===== src/rtl/sdes_block_controller_pkg.sv =====
// ============================================================================
//  Module      : sdes_pkg
//  Description : Shared S-DES types, permutation/S-box tables and helper
//                functions for the iterative block controller. Bit vectors
//                are held MSB-first, so S-DES bit n of a W-bit word sits at
//                vector index W-n.
//  Revision    : 1.0 - initial release
// ============================================================================
`default_nettype none

package sdes_pkg;

    typedef enum logic [1:0] {
        ST_IDLE   = 2'd0,
        ST_ROUND1 = 2'd1,
        ST_ROUND2 = 2'd2,
        ST_DONE   = 2'd3
    } state_t;

    // Permutation tables, 1-based source positions as in the S-DES definition
    localparam logic [3:0] C_P10   [10] = '{4'd3, 4'd5, 4'd2, 4'd7, 4'd4, 4'd10, 4'd1, 4'd9, 4'd8, 4'd6};
    localparam logic [3:0] C_P8    [8]  = '{4'd6, 4'd3, 4'd7, 4'd4, 4'd8, 4'd5, 4'd10, 4'd9};
    localparam logic [3:0] C_IP    [8]  = '{4'd2, 4'd6, 4'd3, 4'd1, 4'd4, 4'd8, 4'd5, 4'd7};
    localparam logic [3:0] C_IPINV [8]  = '{4'd4, 4'd1, 4'd3, 4'd5, 4'd7, 4'd2, 4'd8, 4'd6};
    localparam logic [3:0] C_EP    [8]  = '{4'd4, 4'd1, 4'd2, 4'd3, 4'd2, 4'd3, 4'd4, 4'd1};
    localparam logic [3:0] C_P4    [4]  = '{4'd2, 4'd4, 4'd3, 4'd1};

    // S-boxes indexed [row][column]
    localparam logic [1:0] C_S0 [4][4] = '{
        '{2'd1, 2'd0, 2'd3, 2'd2},
        '{2'd3, 2'd2, 2'd1, 2'd0},
        '{2'd0, 2'd2, 2'd1, 2'd3},
        '{2'd3, 2'd1, 2'd3, 2'd2}
    };
    localparam logic [1:0] C_S1 [4][4] = '{
        '{2'd0, 2'd1, 2'd2, 2'd3},
        '{2'd2, 2'd0, 2'd1, 2'd3},
        '{2'd3, 2'd0, 2'd1, 2'd0},
        '{2'd2, 2'd1, 2'd0, 2'd3}
    };

    function automatic logic [9:0] f_p10(input logic [9:0] k);
        logic [9:0] r;
        r = '0;
        for (logic [3:0] i = 4'd0; i < 4'd10; i = i + 4'd1) begin
            r[4'd9 - i] = k[4'd10 - C_P10[i]];
        end
        return r;
    endfunction

    function automatic logic [7:0] f_p8(input logic [9:0] k);
        logic [7:0] r;
        r = '0;
        for (logic [3:0] i = 4'd0; i < 4'd8; i = i + 4'd1) begin
            r[3'(4'd7 - i)] = k[4'd10 - C_P8[3'(i)]];
        end
        return r;
    endfunction

    function automatic logic [7:0] f_ip(input logic [7:0] d);
        logic [7:0] r;
        r = '0;
        for (logic [3:0] i = 4'd0; i < 4'd8; i = i + 4'd1) begin
            r[3'(4'd7 - i)] = d[3'(4'd8 - C_IP[3'(i)])];
        end
        return r;
    endfunction

    function automatic logic [7:0] f_ipinv(input logic [7:0] d);
        logic [7:0] r;
        r = '0;
        for (logic [3:0] i = 4'd0; i < 4'd8; i = i + 4'd1) begin
            r[3'(4'd7 - i)] = d[3'(4'd8 - C_IPINV[3'(i)])];
        end
        return r;
    endfunction

    function automatic logic [7:0] f_ep(input logic [3:0] n);
        logic [7:0] r;
        r = '0;
        for (logic [3:0] i = 4'd0; i < 4'd8; i = i + 4'd1) begin
            r[3'(4'd7 - i)] = n[2'(4'd4 - C_EP[3'(i)])];
        end
        return r;
    endfunction

    function automatic logic [3:0] f_p4(input logic [3:0] n);
        logic [3:0] r;
        r = '0;
        for (logic [3:0] i = 4'd0; i < 4'd4; i = i + 4'd1) begin
            r[2'(4'd3 - i)] = n[2'(4'd4 - C_P4[2'(i)])];
        end
        return r;
    endfunction

    // Row from outer bits (1,4), column from inner bits (2,3)
    function automatic logic [1:0] f_s0(input logic [3:0] x);
        return C_S0[{x[3], x[0]}][{x[2], x[1]}];
    endfunction

    function automatic logic [1:0] f_s1(input logic [3:0] x);
        return C_S1[{x[3], x[0]}][{x[2], x[1]}];
    endfunction

    // Rotate each 5-bit half of the key left by one position
    function automatic logic [9:0] f_ls1(input logic [9:0] k);
        return {k[8:5], k[9], k[3:0], k[4]};
    endfunction

    // Rotate each 5-bit half of the key left by two positions
    function automatic logic [9:0] f_ls2(input logic [9:0] k);
        return {k[7:5], k[9:8], k[2:0], k[4:3]};
    endfunction

    function automatic logic [7:0] f_sw(input logic [7:0] d);
        return {d[3:0], d[7:4]};
    endfunction

endpackage

`default_nettype wire


===== src/rtl/sdes_block_controller_if.sv =====
// ============================================================================
//  Module      : sdes_block_controller_if
//  Description : Key-load, input-block and output-block handshake bundle of
//                the S-DES controller. master = host/bench, slave = engine.
//  Revision    : 1.0 - initial release
// ============================================================================
`default_nettype none

interface sdes_block_controller_if;
    logic       key_load;
    logic [9:0] key_in;
    logic       key_ready;
    logic       in_valid;
    logic       in_ready;
    logic [7:0] in_data;
    logic       in_decrypt;
    logic       out_valid;
    logic       out_ready;
    logic [7:0] out_data;
    logic       busy;

    modport master (
        output key_load, key_in, in_valid, in_data, in_decrypt, out_ready,
        input  key_ready, in_ready, out_valid, out_data, busy
    );

    modport slave (
        input  key_load, key_in, in_valid, in_data, in_decrypt, out_ready,
        output key_ready, in_ready, out_valid, out_data, busy
    );
endinterface

`default_nettype wire


===== src/rtl/sdes_block_controller_fk.sv =====
// ============================================================================
//  Module      : sdes_fk
//  Description : Combinational S-DES round function
//                fk(L|R, K) = (L xor P4(S0|S1(EP(R) xor K))) | R.
//  Revision    : 1.0 - initial release
// ============================================================================
`default_nettype none

module sdes_fk
    import sdes_pkg::*;
(
    input  logic [7:0] data_i,
    input  logic [7:0] subkey_i,
    output logic [7:0] data_o
);

    logic [7:0] w_mix;
    logic [3:0] w_sbox;

    assign w_mix  = f_ep(data_i[3:0]) ^ subkey_i;
    assign w_sbox = {f_s0(w_mix[7:4]), f_s1(w_mix[3:0])};
    assign data_o = {data_i[7:4] ^ f_p4(w_sbox), data_i[3:0]};

endmodule

`default_nettype wire


===== src/rtl/sdes_block_controller.sv =====
// ============================================================================
//  Module      : sdes_block_controller
//  Description : Iterative S-DES engine. Holds the key schedule, accepts one
//                8-bit block at a time and runs both Feistel rounds through a
//                single shared fk datapath, presenting the result on a
//                valid/ready output.
//  Options     : SDES_BACKTOBACK_EN - allow a new block to be accepted in the
//                same cycle the previous result is handed off.
//  Revision    : 1.0 - initial release
// ============================================================================
`default_nettype none

module sdes_block_controller
    import sdes_pkg::*;
(
    input  logic                   clk,
    input  logic                   rst_n,
    sdes_block_controller_if.slave bus
);

    state_t     state_q, state_d;
    logic       key_loaded_q, key_loaded_d;
    logic [7:0] k1_q, k1_d;
    logic [7:0] k2_q, k2_d;
    logic [7:0] data_q, data_d;
    logic       mode_q, mode_d;
    logic       out_valid_q, out_valid_d;
    logic [7:0] out_data_q, out_data_d;

    logic [9:0] w_key_ls1;
    logic [7:0] w_key_k1;
    logic [7:0] w_key_k2;
    logic [7:0] w_fk_key;
    logic [7:0] w_fk_out;
    logic       w_in_ready;
    logic       w_in_accept;

    // Key schedule straight from the key input; registered only on a load
    assign w_key_ls1 = f_ls1(f_p10(bus.key_in));
    assign w_key_k1  = f_p8(w_key_ls1);
    assign w_key_k2  = f_p8(f_ls2(w_key_ls1));

    // Round 1 uses K1 for encrypt, round 2 the other subkey; decrypt swaps them
    assign w_fk_key = (state_q == ST_ROUND1) ? (mode_q ? k2_q : k1_q)
                                             : (mode_q ? k1_q : k2_q);

    sdes_fk u_fk (
        .data_i   (data_q),
        .subkey_i (w_fk_key),
        .data_o   (w_fk_out)
    );

`ifdef SDES_BACKTOBACK_EN
    assign w_in_ready = ((state_q == ST_IDLE) & key_loaded_q & ~bus.key_load) |
                        ((state_q == ST_DONE) & bus.out_ready & key_loaded_q);
`else
    assign w_in_ready = (state_q == ST_IDLE) & key_loaded_q & ~bus.key_load;
`endif
    assign w_in_accept = bus.in_valid & w_in_ready;

    assign bus.key_ready = (state_q == ST_IDLE);
    assign bus.in_ready  = w_in_ready;
    assign bus.out_valid = out_valid_q;
    assign bus.out_data  = out_data_q;
    assign bus.busy      = (state_q != ST_IDLE);

    // State and datapath registers
    always_ff @(posedge clk or negedge rst_n) begin
        if (!rst_n) begin
            state_q      <= ST_IDLE;
            key_loaded_q <= 1'b0;
            k1_q         <= '0;
            k2_q         <= '0;
            data_q       <= '0;
            mode_q       <= 1'b0;
            out_valid_q  <= 1'b0;
            out_data_q   <= '0;
        end else begin
            state_q      <= state_d;
            key_loaded_q <= key_loaded_d;
            k1_q         <= k1_d;
            k2_q         <= k2_d;
            data_q       <= data_d;
            mode_q       <= mode_d;
            out_valid_q  <= out_valid_d;
            out_data_q   <= out_data_d;
        end
    end

    // Next-state sequencing: key load beats a same-cycle block in IDLE
    always_comb begin
        state_d      = state_q;
        key_loaded_d = key_loaded_q;
        k1_d         = k1_q;
        k2_d         = k2_q;
        data_d       = data_q;
        mode_d       = mode_q;
        out_valid_d  = out_valid_q;
        out_data_d   = out_data_q;

        case (state_q)
            ST_IDLE: begin
                if (bus.key_load) begin
                    k1_d         = w_key_k1;
                    k2_d         = w_key_k2;
                    key_loaded_d = 1'b1;
                end else if (w_in_accept) begin
                    data_d  = f_ip(bus.in_data);
                    mode_d  = bus.in_decrypt;
                    state_d = ST_ROUND1;
                end
            end
            ST_ROUND1: begin
                data_d  = f_sw(w_fk_out);
                state_d = ST_ROUND2;
            end
            ST_ROUND2: begin
                out_data_d  = f_ipinv(w_fk_out);
                out_valid_d = 1'b1;
                state_d     = ST_DONE;
            end
            ST_DONE: begin
                if (bus.out_ready) begin
                    out_valid_d = 1'b0;
                    state_d     = ST_IDLE;
`ifdef SDES_BACKTOBACK_EN
                    if (w_in_accept) begin
                        data_d  = f_ip(bus.in_data);
                        mode_d  = bus.in_decrypt;
                        state_d = ST_ROUND1;
                    end
`endif
                end
            end
            default: begin
                state_d = ST_IDLE;
            end
        endcase
    end

endmodule

`default_nettype wire

===== src/flat_wrapper.sv =====
// flat-port wrapper written by rule: the top's interface ports become plain ports
module sdes_block_controller_flat import sdes_pkg::*;
  (clk, rst_n, bus_key_load, bus_key_in, bus_in_valid, bus_in_data, bus_in_decrypt, bus_out_ready, bus_key_ready, bus_in_ready, bus_out_valid, bus_out_data, bus_busy);
  sdes_block_controller_if bus_i ();
  input  logic clk;
  input  logic rst_n;
  input wire logic [$bits(bus_i.key_load)-1:0] bus_key_load;
  input wire logic [$bits(bus_i.key_in)-1:0] bus_key_in;
  input wire logic [$bits(bus_i.in_valid)-1:0] bus_in_valid;
  input wire logic [$bits(bus_i.in_data)-1:0] bus_in_data;
  input wire logic [$bits(bus_i.in_decrypt)-1:0] bus_in_decrypt;
  input wire logic [$bits(bus_i.out_ready)-1:0] bus_out_ready;
  output wire logic [$bits(bus_i.key_ready)-1:0] bus_key_ready;
  output wire logic [$bits(bus_i.in_ready)-1:0] bus_in_ready;
  output wire logic [$bits(bus_i.out_valid)-1:0] bus_out_valid;
  output wire logic [$bits(bus_i.out_data)-1:0] bus_out_data;
  output wire logic [$bits(bus_i.busy)-1:0] bus_busy;
  assign bus_i.key_load = bus_key_load;
  assign bus_i.key_in = bus_key_in;
  assign bus_i.in_valid = bus_in_valid;
  assign bus_i.in_data = bus_in_data;
  assign bus_i.in_decrypt = bus_in_decrypt;
  assign bus_i.out_ready = bus_out_ready;
  assign bus_key_ready = bus_i.key_ready;
  assign bus_in_ready = bus_i.in_ready;
  assign bus_out_valid = bus_i.out_valid;
  assign bus_out_data = bus_i.out_data;
  assign bus_busy = bus_i.busy;
  sdes_block_controller u_core (.clk(clk), .rst_n(rst_n), .bus(bus_i));
endmodule

===== config.mk =====
export PLATFORM = sky130hd
export DESIGN_NAME = sdes_block_controller_flat
export DESIGN_NICKNAME = d
export VERILOG_FILES = /design/src/rtl/sdes_block_controller_pkg.sv /design/src/rtl/sdes_block_controller_if.sv /design/src/rtl/sdes_block_controller_fk.sv /design/src/rtl/sdes_block_controller.sv /design/src/flat_wrapper.sv
export SDC_FILE = /design/constraint.sdc
export NUM_CORES = 1
export LEC_CHECK = 0
export BUFFER_PORTS_ARGS = -buffer_cell sky130_fd_sc_hd__buf_2
export CORE_ASPECT_RATIO = 0.8
export CORE_MARGIN = 10
export CORE_UTILIZATION = 50
export DETAILED_ROUTE_END_ITERATION = 7
export PLACE_DENSITY = 0.74
export REMOVE_ABC_BUFFERS = 1
export SLEW_MARGIN = 20
export SYNTH_ARGS = -nofsm -noshare
export SYNTH_HDL_FRONTEND = slang
export SYNTH_SLANG_ARGS = --single-unit

===== constraint.sdc =====
create_clock -name clk -period 5.06 [get_ports clk]
set_input_delay 1.265 -clock clk [delete_from_list [all_inputs] [get_ports clk]]
set_output_delay 1.265 -clock clk [all_outputs]
set_load 0.02 [all_outputs]

* Word level (Yosys, flattened, before mapping)
Cells that the tools add are included.
Cells by class: magnitude comparators 4, equality and inequality tests 6, multiplexer cells 24, bitwise gates (word level) 10, reductions and logical operators 9
Operator list (number):
- 2-to-1 mux 8 bit | 9
- binary-select mux 8 bit (select 2 bit) | 2
- case mux 8 bit (2 select lines) | 1
- 2-to-1 mux 2 bit | 7
- >= comparator 3 bit (second input constant) | 4
- inverter 2 -> 3 bit | 4
- AND reduction 3 bit | 3
- binary-select mux 2 bit (select 2 bit) | 2
- case mux 2 bit (4 select lines) | 1
- XOR 8 bit | 1
- nonzero test 2 bit | 3
- equality test 2 bit (second input constant) | 2
- inequality test 2 bit (second input constant) | 2
- AND reduction 2 bit | 2
- XOR 4 bit | 1
- AND 1 bit | 3
- equality test 2 x 1 -> 1 bit (second input constant) | 1
- logical NOT 2 bit | 1
- inequality test 2 x 1 -> 1 bit (second input constant) | 1
- case mux 1 bit (2 select lines) | 1
- 2-to-1 mux 1 bit | 1
- inverter 1 bit | 1
Storage, ports and cells: register bits 37, input bits 24, output and inout bits 12, word-level logic and storage cells 61

* Longest topological paths before layout
depth in word-level cells 12, mapped depth 11, mapped depth without buffers 11

* By module
From an unflattened synthesis, not the netlist that was laid out.
Unflattened totals: cells, all modules 144, area total of the unflattened synthesis 1863.0 um^2
By module, submodules not included:
- sdes_block_controller | times used 1, cells an instance 102, area an instance 1503.9 um^2, sequential area each 775.7 um^2
- sdes_fk | times used 1, cells an instance 42, area an instance 359.1 um^2, sequential area each 0.0 um^2

* Worst setup path before layout
No wires, ideal clock.
kind input-to-output, start in bus_key_load, end out bus_in_ready, arrival time 1617 ps, required time 3795 ps, setup slack 2178 ps, stages on the path 1, buffers on the path 0, cell sequence nor2_1
Between the ends: cells in the longest elaborated chain, start to end 2
RTL lines:
- start: declaration | line flat_wrapper.sv:7 | input wire logic [$bits(bus_i.key_load)-1:0] bus_key_load;
- inverter 1 bit (no line)
- AND 1 bit | line sdes_block_controller.sv:57 | assign w_in_ready = (state_q == ST_IDLE) & key_loaded_q & ~bus.key_load;
- end: declaration | line flat_wrapper.sv:14 | output wire logic [$bits(bus_i.in_ready)-1:0] bus_in_ready;
No other way between the ends.

* Final worst setup path
start reg u_core.state_q[1], end reg u_core.data_q[0]
Between the ends: cells in the longest elaborated chain, start to end 12, elaborated cells on any way between the ends 21, those cells by class eq/ne (3); mux (8); bitwise (7); reduce/logical (3)
RTL lines:
- start: declaration | line sdes_block_controller.sv:21 | state_t state_q, state_d;
- start signal: assignment | line sdes_block_controller.sv:79 | state_q <= state_d;
- equality test 2 x 1 -> 1 bit | line sdes_block_controller.sv:44, sdes_block_controller.sv:101
- 2-to-1 mux 8 bit | line sdes_block_controller.sv:44 | assign w_fk_key = (state_q == ST_ROUND1) ? (mode_q ? k2_q : k1_q)
- XOR 8 bit | line sdes_block_controller_fk.sv:20 | assign w_mix = f_ep(data_i[3:0]) ^ subkey_i;
- inverter 2 -> 3 bit (implied by the code) | line sdes_block_controller_pkg.sv:98 | return C_S0[{x[3], x[0]}][{x[2], x[1]}];
- binary-select mux 8 bit (select 2 bit) | line sdes_block_controller_pkg.sv:98
- 2-to-1 mux 8 bit (implied by the code) (2 in series) | line sdes_block_controller_pkg.sv:98
- binary-select mux 2 bit (select 2 bit) | line sdes_block_controller_pkg.sv:98
- 2-to-1 mux 2 bit (implied by the code) (2 in series) | line sdes_block_controller_pkg.sv:98
- XOR 4 bit | line sdes_block_controller_fk.sv:22 | assign data_o = {data_i[7:4] ^ f_p4(w_sbox), data_i[3:0]};
- case mux 8 bit (2 select lines) | line sdes_block_controller.sv:101 | case (state_q)
- end signal: assignment | line sdes_block_controller.sv:83 | data_q <= data_d;
- end: declaration | line sdes_block_controller.sv:25 | logic [7:0] data_q, data_d;
Several ways; a longest one is shown, not always the timed one. The select of a mux whose other input is x is not followed. A chain may end at the register's enable or synchronous reset.

==> results.tsv <==
stage	metric	value	unit
outcome	run status	finished clean	
logic_synthesis	gate count of the mapped netlist	155	
route	antenna-violating nets left	0	
global_routing	first-pass GRT wire length	6270	um
global_routing	via count of the first global-routing pass	1365	
setup_path	Critical Path Start Type	flip-flop	
route	number of design-rule violations left by the first detailed-router iteration	97	
logic_synthesis	multiplexer fraction of the synthesized cell area	19.7	%
place	detailed placer's ending HPWL	2850	um
finish	filler cell count	291	
logic_synthesis	largest family of logic cells by synthesized area	multiplexers	
logic_synthesis	area share of and/or/nand/nor cells after synthesis	12.1	%
route	number of search-and-repair iterations in the first detailed-routing pass	4	
route	DRC viols	0	
timing	remaining max-slew budget at the tightest pin	30.7	%
setup_path	Worst Setup End Kind	flip-flop	
logic_synthesis	XOR/XNOR Fraction of Synth Area	9.43	%
logic_synthesis	netlist area before placement	1750	um2
timing	Tightest Pin Transition	1040	ps
timing	final worst path period share	64.1	%
setup_path	highest cell delay on the worst timing path	580	ps
clocking	clock latency on the worst-skew pair	290	ps
finish	post-synthesis to final-layout area growth	18.6	%
route	routed via count	1295	
setup_path	cell chain of the critical path	inv_1, ha_1, xnor2_4, mux2i_1, xnor2_1, inv_1, ha_1, nor3b_1, or4_4, mux2_4, nand3_2	
setup_path	signal arrival time at the worst endpoint	3470	ps
clocking	total of hold buffers inserted after clock tree synthesis	0	
route	WL final	3720	um
logic_synthesis	adder-cell area share of the yosys netlist	5.71	%
run	max-cap violations	0	
timing	final clock skew	4.47	ps
die	die area	6290	um2
die	total number of placement rows	19	
clocking	CTS resizes	0	
logic_synthesis	Synth Area in Compound Gates	6.29	%
timing	number of hold violations in the final report	0	
finish	# diodes	0	
global_routing	total global-route track usage	12.6	%
finish	final layout net count	224	
logic_synthesis	post-synthesis average cell area	11.3	um2
setup_path	crit path max fanout	11	
global_routing	maximum number of pins on one net before global-route repair	32	
clocking	number of levels in the clock H-tree	2	
place	input/output buffers	35	
die	number of I/O pins	36	
logic_synthesis	fraction of the yosys area taken by sequential cells	44.3	%
route	average wire per cell in the routed design	15.8	um
logic_synthesis	register bit count reported by yosys	31	
setup_path	type of the setup path with the least slack	flip-flop to flip-flop	
die	vertical die dimension	72.9	um
timing	clock period minus worst slack	3250	ps
timing	Max Fclk	308	MHz
die	initial cell density of the core	51.5	%
hold_path	Min-Delay Path Class	flip-flop to flip-flop	
timing	RSZ-0062 raised after global routing	false	
place	last weighted congestion value of the routability-driven placer	0.752	
logic_synthesis	dominant cells by area after synthesis	dfrtp_1 (44%), mux2_2 (10%), mux2i_1 (8.6%), ha_1 (5.7%), xnor2_1 (3.0%)	
timing	total setup violations reported at the end of the flow	0	
die	horizontal die dimension	86.2	um
clocking	clock edge transition at the registers on the reported setup and hold paths	70	ps
logic_synthesis	Cell variety after synth	34	
clocking	Post-CTS Setup Repair Bufs	0	
global_routing	total grt overflow	0	
clocking	buffers from clock root to sink, at most	2	
clocking	TritonCTS clock tree	built	
logic_synthesis	top-area cell type share of the netlist area	44.3	%
logic_synthesis	largest area contributor in the netlist	dfrtp_1	
logic_synthesis	synth warn	0	
global_routing	antenna violations before repair	0	
finish	proportion of layout cells with a drive suffix above 1	33.7	%
timing	setup total negative slack	0	ps
clocking	buffer type at the clock tree root	clkbuf_8	
route	vias per cell	5.51	
setup_path	Worst EP required	5290	ps
clocking	number of clock buffers inserted by TritonCTS	5	
die	total core area	3400	um2
setup_path	cell type of the slowest stage on the worst timing path	ha_1	
clocking	Sinks on Clock Net	31	
timing	max-slew violation total from the final report	0	
cell usage after synthesis:
cell type / number
a211oi_1: 1
a21oi_1: 5
a221oi_1: 1
a22oi_1: 1
and4b_1: 2
buf_2: 1
clkbuf_1: 4
dfrtp_1: 31
ha_1: 8
inv_1: 6
mux2_2: 16
mux2_4: 1
mux2i_1: 15
nand2_1: 13
nand2b_1: 1
nand3_1: 5
nand3_2: 1
nand4_1: 3
nand4b_1: 2
nor2_1: 6
nor2b_1: 1
nor3_1: 1
nor3b_1: 1
o21ai_0: 7
o21ai_1: 1
o22ai_1: 2
o311ai_0: 1
or3_1: 1
or4_1: 1
or4_4: 1
xnor2_1: 6
xnor2_2: 2
xnor2_4: 1
xor2_1: 6
metrics by stage:
step	hold slack, ps	utilization, %	setup WS [ps]	instance area, um2	cells
2_1_floorplan	435	-	2130	1730	150
3_3_place_gp	453	57.6	1980	1960	227
3_5_place_dp	490	57.6	1810	1960	227
4_1_cts	505	61.1	1810	2080	235
5_1_grt	526	61.1	1620	2080	235
6_report	506	61.1	1810	2080	235
cells in the final DEF (no fill, tap or decap), types with 3 or more instances in the layout:
master,n
mux2i_1,15
clkbuf_8,6
a21oi_1,5
o21ai_0,7
nand3_1,5
nor2_1,6
dfrtp_1,31
inv_1,6
nand2_1,13
ha_1,8
mux2_2,16
xor2_1,6
nand4_1,3
buf_2,35
xnor2_1,6
registers in the layout, summed over array words and instances (netlist names):
name	count
u_core.mode_q	1
u_core.data_q	8
u_core.bus.out_valid	1
u_core.state_q	2
u_core.key_loaded_q	1
u_core.k2_q	7
u_core.bus.out_data	8
u_core.k1_q	3
area by class of cell:
cell class,instances,area (um2),area share (%)
Multi-Input combinational cell,113,933,44.9
Sequential cell,31,776,37.3
Timing Repair Buffer,35,175,8.43
Clock buffer,6,82.6,3.98
Tap cell,42,52.6,2.53
Clock inverter,2,35.0,1.69
Inverter,6,22.5,1.08
worst max-delay path: cells and delay by family, from the launching register on:
| kind | cells | cell delay [ps] |
|---|---|---|
| xor gates and xnor gates | 2 | 460 |
| adders and majority gates | 2 | 870 |
| buffers and inverters | 2 | 250 |
| DFF | 1 | 400 |
| muxes | 2 | 580 |
| and+or+nand+nor | 3 | 620 |
layer usage:
layer  up-vias  part of all wire, %  GRT usage (%)  wire length (um)
met4         0                  2.3           6.28                85
li1        622                    -              -                 -
met3         7                  6.8           5.80               254
met1       635                   42           14.6              1550
met5         -                    0              0                 0
met2        31                   49           19.3              1820
kinds of logic after synthesis:
kind of cell             Yosys count
AO/OA/AOI/OAI                     19
XOR/XNOR                          15
adder cells (fa/ha/maj)            8
buffers and inverters             11
flip-flops                        31
multiplexers                      32
AND/OR/NAND/NOR                   39
worst paths after layout:
check / startpoint / to / cells after the start / slack, ps
worst max-delay path: u_core.state_q[1]$_DFFE_PN0P_ / u_core.data_q[0]$_DFFE_PN0P_ / 11 / 1810
min in group asynchronous: rst_n / u_core.data_q[3]$_DFFE_PN0P_ / 1 / 1030
worst min-delay path: u_core.bus.out_data[1]$_DFFE_PN0P_ / u_core.bus.out_data[1]$_DFFE_PN0P_ / 1 / 510
worst max register to register: u_core.state_q[1]$_DFFE_PN0P_ / u_core.data_q[0]$_DFFE_PN0P_ / 11 / 1810
worst min register to register: u_core.bus.out_data[1]$_DFFE_PN0P_ / u_core.bus.out_data[1]$_DFFE_PN0P_ / 1 / 510
max in group asynchronous: rst_n / u_core.k2_q[3]$_DFFE_PN0P_ / 1 / 3580
Power is left out: the tool's default activity adds up to more than one toggle a clock period on the data nets, which glitch-free logic cannot reach.
